===== src/rtl/snn_ctrl_pkg.sv =====
// Shared control types and defaults for the spike-to-motor decoder.
// Holds the FSM state type, PWM defaults and the saturating clamp helper.
package snn_ctrl_pkg;

  localparam int PWM_W_DEF      = 8;
  localparam int BASE_DUTY_DEF  = 128;
  localparam int GAIN_SHIFT_DEF = 2;

  typedef enum logic {IDLE, ACCUM} state_e;

  function automatic int clamp_int(input int v, input int lo, input int hi);
    if (v < lo)      return lo;
    else if (v > hi) return hi;
    else             return v;
  endfunction

endpackage


===== src/rtl/spike_motor_decoder_pwm_gen.sv =====
// Free-running PWM with duty reload only on counter wrap, so every period is whole.
module pwm_gen #(
  parameter int PWM_W    = 8,
  parameter int RST_DUTY = 128
) (
  input  logic             clk,
  input  logic             rst,
  input  logic [PWM_W-1:0] duty_i,
  output logic             pwm_o
);

  logic [PWM_W-1:0] cnt_q, cnt_d;
  logic [PWM_W-1:0] act_q, act_d;
  logic             pwm_q, pwm_d;

  always_comb begin
    cnt_d = cnt_q + PWM_W'(1);
    act_d = (&cnt_q) ? duty_i : act_q;
    pwm_d = (cnt_q < act_q);
  end

  // Output is registered so it reads 0 while in reset.
  always_ff @(posedge clk or negedge rst) begin
    if (!rst) begin
      cnt_q <= '0;
      act_q <= PWM_W'(RST_DUTY);
      pwm_q <= 1'b0;
    end else begin
      cnt_q <= cnt_d;
      act_q <= act_d;
      pwm_q <= pwm_d;
    end
  end

  assign pwm_o = pwm_q;

endmodule


===== src/rtl/spike_motor_decoder.sv =====
// Spike-rate window counter feeding a differential-drive mixer and two PWMs.
// Optional macro SNN_RATE_SMOOTH_EN publishes (prev + snapshot) >> 1 instead of raw rates.
module spike_motor_decoder
  import snn_ctrl_pkg::*;
#(
  parameter  int EXCNUM     = 2,
  parameter  int WIN_CYCLES = 1000,
  parameter  int PWM_W      = PWM_W_DEF,
  parameter  int BASE_DUTY  = BASE_DUTY_DEF,
  parameter  int GAIN_SHIFT = GAIN_SHIFT_DEF,
  localparam int CNT_W      = $clog2(WIN_CYCLES + 1)
) (
  input  logic              clk,
  input  logic              rst,
  input  logic              en,
  input  logic [EXCNUM-1:0] spike_in,
  output logic              pwm_left,
  output logic              pwm_right,
  output logic [CNT_W-1:0]  rate_left,
  output logic [CNT_W-1:0]  rate_right,
  output logic              rate_valid
);

  localparam int MIX_W = PWM_W + CNT_W + 1;

  state_e                        state_q, state_d;
  logic [CNT_W-1:0]              win_q, win_d;
  logic [EXCNUM-1:0][CNT_W-1:0]  cnt_q, cnt_d;
  logic [EXCNUM-1:0][CNT_W-1:0]  snap, pub;
  logic [EXCNUM-1:0][CNT_W-1:0]  rate_q;
  logic [PWM_W-1:0]              duty_l_q, duty_r_q, duty_l_d, duty_r_d;
  logic                          valid_q;
  logic                          term;
  logic [CNT_W-1:0]              sh_l, sh_r;
  logic signed [MIX_W-1:0]       mix_l, mix_r;

  always_comb begin
    state_d = state_q;
    case (state_q)
      IDLE:    if (en) state_d = ACCUM;
      ACCUM:   state_d = ACCUM;
      default: state_d = IDLE;
    endcase
  end

  // The terminal-cycle spike is folded into the snapshot so nothing leaks across windows.
  always_comb begin
    logic [CNT_W:0] sum;
    logic [CNT_W:0] avg;
    term  = en && (win_q == CNT_W'(WIN_CYCLES - 1));
    win_d = win_q;
    cnt_d = cnt_q;
    for (int i = 0; i < EXCNUM; i++) begin
      sum     = {1'b0, cnt_q[i]} + (CNT_W + 1)'(spike_in[i]);
      snap[i] = sum[CNT_W] ? '1 : sum[CNT_W-1:0];
      avg     = {1'b0, rate_q[i]} + {1'b0, snap[i]};
`ifdef SNN_RATE_SMOOTH_EN
      pub[i]  = avg[CNT_W:1];
`else
      pub[i]  = snap[i] | (avg[0] & 1'b0 ? '0 : '0);
`endif
    end
    if (en) begin
      if (term) begin
        win_d = '0;
        cnt_d = '0;
      end else begin
        win_d = win_q + CNT_W'(1);
        cnt_d = snap;
      end
    end
  end

  always_comb begin
    sh_l     = pub[0] >> GAIN_SHIFT;
    sh_r     = pub[1] >> GAIN_SHIFT;
    mix_l    = MIX_W'(BASE_DUTY) - MIX_W'(sh_l) + MIX_W'(sh_r);
    mix_r    = MIX_W'(BASE_DUTY) - MIX_W'(sh_r) + MIX_W'(sh_l);
    duty_l_d = PWM_W'(clamp_int(int'(mix_l), 0, (1 << PWM_W) - 1));
    duty_r_d = PWM_W'(clamp_int(int'(mix_r), 0, (1 << PWM_W) - 1));
  end

  // Publish is driven by the terminal cycle itself, so it completes even if en drops after.
  always_ff @(posedge clk or negedge rst) begin
    if (!rst) begin
      state_q  <= IDLE;
      win_q    <= '0;
      cnt_q    <= '0;
      rate_q   <= '0;
      duty_l_q <= PWM_W'(BASE_DUTY);
      duty_r_q <= PWM_W'(BASE_DUTY);
      valid_q  <= 1'b0;
    end else begin
      state_q <= state_d;
      win_q   <= win_d;
      cnt_q   <= cnt_d;
      valid_q <= term;
      if (term) begin
        rate_q   <= pub;
        duty_l_q <= duty_l_d;
        duty_r_q <= duty_r_d;
      end
    end
  end

  pwm_gen #(.PWM_W(PWM_W), .RST_DUTY(BASE_DUTY)) u_pwm_l (
    .clk(clk), .rst(rst), .duty_i(duty_l_q), .pwm_o(pwm_left)
  );

  pwm_gen #(.PWM_W(PWM_W), .RST_DUTY(BASE_DUTY)) u_pwm_r (
    .clk(clk), .rst(rst), .duty_i(duty_r_q), .pwm_o(pwm_right)
  );

  assign rate_left  = rate_q[0];
  assign rate_right = rate_q[1];
  assign rate_valid = valid_q;

endmodule


===== config.mk =====
export PLATFORM = sky130hd
export DESIGN_NAME = spike_motor_decoder
export DESIGN_NICKNAME = d
export VERILOG_FILES = /design/src/rtl/snn_ctrl_pkg.sv /design/src/rtl/spike_motor_decoder_pwm_gen.sv /design/src/rtl/spike_motor_decoder.sv
export SDC_FILE = /design/constraint.sdc
export NUM_CORES = 1
export LEC_CHECK = 0
export ABC_AREA = 1
export BUFFER_PORTS_ARGS = -buffer_cell sky130_fd_sc_hd__buf_4
export CAP_MARGIN = 20
export CORE_MARGIN = 2
export CORE_UTILIZATION = 54
export DETAILED_ROUTE_END_ITERATION = 8
export GPL_ROUTABILITY_DRIVEN = 0
export PLACE_DENSITY = 0.71
export SYNTH_ARGS = -nofsm -noshare
export SYNTH_HDL_FRONTEND = slang
export SYNTH_HIERARCHICAL = 1
export SYNTH_SLANG_ARGS = --single-unit

===== constraint.sdc =====
create_clock -name clk -period 4.2 [get_ports clk]
set_input_delay 0.84 -clock clk [delete_from_list [all_inputs] [get_ports clk]]
set_output_delay 0.84 -clock clk [all_outputs]
set_load 0.01 [all_outputs]

# Word level (Yosys, flattened, before mapping)
# Index checks and enable logic that the tools add are counted.
[totals]
reg_bits = 101
latchBits = 0
ram_bits = 0
romBits = 0
out_inout_bits = 23
elab_cells = 41
memories = 0
[classes]
addsub = 9
n_mul = 0
div_mod_pow = 0
order_cmp = 6
eq_ne = 1
n_shift = 0
muxes = 8
n_bitwise = 0
reduce_logical = 3
[op_table]
columns = ["op", "count"]
rows = [
  ["$mux 8", 4],
  ["$mux 10", 3],
  ["$add 10x1->11", 2],
  ["$add 9x9->10", 2],
  ["$gt 10x9->1 const B", 2],
  ["$lt 10x1->1 const B", 2],
  ["$mux 20", 1],
  ["$sub 8x8->9 const A", 2],
  ["$add 8x1->8 const B", 2],
  ["$lt 8x8->1", 2],
  ["$reduce_and 8->1", 2],
  ["$add 10x1->10 const B", 1],
  ["$eq 10x10->1 const B", 1],
  ["$logic_and 1x1->1", 1],
]

# Longest topological paths before layout
[depth]
ltp_word = 7
depth_mapped = 26

# Cells and area by module
# Netlist, hierarchy kept.
[modules_own_cells]
columns = ["mod", "n_inst", "cells_per_inst", "area_per_inst_um2", "seq_area_each_um2"]
rows = [
  ["spike_motor_decoder", 1, 549, 4463.0, 1679.1],
  ["pwm_gen", 2, 90, 889.6, 426.7],
]

# Least setup slack after synthesis
# No wires, ideal clock.
[synth_path]
path_type = "input -> register"
startpoint = "in spike_in[0]"
endpoint = "reg duty_l_q[0]"
arrival_ns = 3.620
slack_ns = 0.514
stages = 21
path_buffers = 0
path_cell_list = "ha_1 -> ha_1 -> nand3_4 -> nand2_1 -> inv_1 -> ha_1 -> nand3_1 -> nor2_2 -> nand3_4 -> nand2_1 -> inv_1 -> ha_1 -> nand2_1 -> o21a_1 -> a21oi_1 -> inv_1 -> nand4_2 -> nand2_2 -> inv_4 -> nand2_1 -> nand2_1"
[synth_lines]
columns = ["item", "line", "rtl"]
rows = [
  ["start, declared", "spike_motor_decoder.sv:16", "input logic [EXCNUM-1:0] spike_in,"],
  ["end signal, assigned", "spike_motor_decoder.sv:90", "duty_l_q <= PWM_W'(BASE_DUTY);"],
  ["end signal, assigned", "spike_motor_decoder.sv:100", "duty_l_q <= duty_l_d;"],
  ["end, declared", "spike_motor_decoder.sv:31", "logic [PWM_W-1:0] duty_l_q, duty_r_q, duty_l_d, duty_r_d;"],
]

==> run metrics <==
post-CTS setup buffers=0; Root Buffer=clkbuf_16; Worst Tran Pin Value=0.666 ns; Max Cap Viol=0; drt first pass iters=4; RSZ-0062 raised after global routing=false; Worst EP arrival=4.05 ns; die extent in x=112 um; max_slew headroom=55.6%; HPWL Detailed=9150 um; grt total ovfl=0; IO Pins=28; via density per instance=5.19; GRT Overall Usage=21.7%; clock skew=0.00435 ns; initial DRC count=163; Die ar.=12,400 um^2; Final setup viols=0; crit path time final=3.75 ns; Crit Path Class=in -> reg; worst-path maximum fanout=8; row cnt=39; initial core utilization=54.9%; CTS H-Tree Depth=3; post-cts hold buffer count=0; syn_area_per_cell=8.56 um^2; Final Hold Fails=0; clock-pin slew on the worst setup and hold paths=0.07 ns; wire per inst=13.4 um; Routed Antenna Nets=0; largest net degree at the start of global routing=83; cells taking the most area after synthesis=dfrtp_1, nand2_1, ha_1; detailed-route via count=4,729; Worst Hold Class=in -> async; most frequent cells in the layout=nand2_1, inv_1, dfrtp_1, o21ai_0, nand3_1; f_max=267 MHz; CTS tree=done; placed insts=894; Layout fillers=1,010; Setup TNS=0 ns; number of buffers added on ports=27; post-synth top area share=38.9%; vias in the first global route=4,966; commonest non-fill, non-tap cell in the layout=nand2_1; DP Area=6610 um^2; ANT cells=0; YS warnings=6; Netlist Area Pre-Place=6240 um^2; Core Area=11,400 um^2; syn nets=774; layout cells sized above 1=18.8%; CP Launch Type=primary input; post-synth top area cell=dfrtp_1; final instance area=6940 um^2; initial antenna violation count=0; unique cell type count in the Yosys netlist=42; first-pass GRT wire length=22,100 um; Max clock buf depth=2; DRC errors left=0; Clock Latency Late Sink=0.35 ns; Peak VDD IR=0.328 mV; Mapped Cells=729; max-slew violation count=0; CP required=4.50 ns; Final #Nets=808; P&R area growth vs syn=11.2%; Num CTS Buffers=9; post-synthesis sequential area ratio=40.6%; fin cells=911; status=complete, no violations; PD cells=548 nW/um^2; clk sinks=101; Routed WL=12,200 um; CP endpoint kind=register; Final Util=61.1%; CTS resizes=0; Seq cells post-synth=101; P_leak=3.51 nW; Die Y-Extent=112 um; period utilization=89.3%
[power by group]
part	internal (mW)	switching [mW]
sequential	1.06	0.0929
clock	0.525	0.366
combinational	0.686	1.07
[flip-flops by register name (all words and copies together), names as in the netlist]
signal and flops:
u_pwm_r/act_q 8, rate_valid 1, u_pwm_l/pwm_o 1, cnt_q 20
rate_left 10, u_pwm_r/cnt_q 8, win_q 10, duty_r_q 8
duty_l_q 8, rate_right 10, u_pwm_r/pwm_o 1, u_pwm_l/cnt_q 8
u_pwm_l/act_q 8
[critical path, cell delays in order]
cell,delay (ns)
buf_4,0.11
ha_1,0.20
ha_1,0.24
nand3_4,0.15
nand2_1,0.14
inv_1,0.16
ha_1,0.21
nand3_1,0.11
nor2_2,0.20
nand3_4,0.14
nand2_1,0.10
inv_1,0.04
ha_1,0.34
nand2_1,0.10
o21a_1,0.21
a21oi_1,0.28
inv_1,0.11
nand4_2,0.11
nand2_2,0.07
inv_4,0.08
nand2_1,0.07
nand2_1,0.06
[cell families after synthesis]
kind of cell               after synthesis  share of synthesized area [%]
AOI/OAI and AO/OA                      108                           10.4
xor gates and xnor gates                37                           5.19
adders and majority gates               40                           8.26
buffers and inverters                  142                           9.04
DFF                                    101                           40.6
and+or+nand+nor                        301                           26.5
[per-layer routing]
| layer | up-vias | track usage, % | share of wire [%] | wire length [um] |
|---|---|---|---|---|
| li1 | 2394 | - | - | - |
| met1 | 2231 | 25.0 | 43 | 5240 |
| met2 | 72 | 38.5 | 51 | 6180 |
| met3 | 32 | 5.06 | 3.2 | 385 |
| met4 | 0 | 9.96 | 3.4 | 409 |
| met5 | - | 0 | 0 | 0 |
[layout make-up]
class / count / area, um^2 / area share (%)
repair buffers: 35 / 275 / 3.97
multi-input cells: 486 / 3150 / 45.3
clock buffers: 11 / 233 / 3.35
clock inverters: 5 / 82.6 / 1.19
well taps: 143 / 179 / 2.58
flip-flops and latches: 101 / 2530 / 36.5
inverters: 130 / 494 / 7.12
[per-stage QoR]
step	power, mW	worst slack (ns)	hold WS (ns)
after CTS	3.82	0.463	0.475
after global routing	4.09	0.0704	0.483
after global placement	2.85	0.230	0.460
after detailed placement	2.91	0.0935	0.463
after floorplan	2.52	0.514	0.438
final	3.80	0.448	0.451
[synth_stat cells, drive strengths merged]
master,number
nand4,10
o221a,1
a21oi,29
nand2,190
or2,6
clkbuf,7
ha,38
nor4,1
o21a,1
clkinv,2
o22ai,12
nor2,33
buf,5
o21ai,60
a31oi,1
xnor2,11
inv,128
nor3,6
dfrtp,97
o31ai,1
xor2,26
dfstp,4
nand3,55
o21bai,3
fa,2
[worst paths after layout]
kind                        startpoint          endpoint  slack, ns  depth (start not counted)
max                        spike_in[0]       duty_l_q[7]       0.45                         22
min                                rst  u_pwm_r/cnt_q[2]       0.45                          1
max reg2reg                   cnt_q[0]       duty_l_q[7]       0.66                         21
min reg2reg                duty_r_q[7]       duty_r_q[7]       0.47                          2
max in group asynchronous          rst  u_pwm_r/act_q[7]       3.13                          2
min in group clk           duty_r_q[7]       duty_r_q[7]       0.47                          2
No activity file was read; power rests on OpenSTA's default activity.
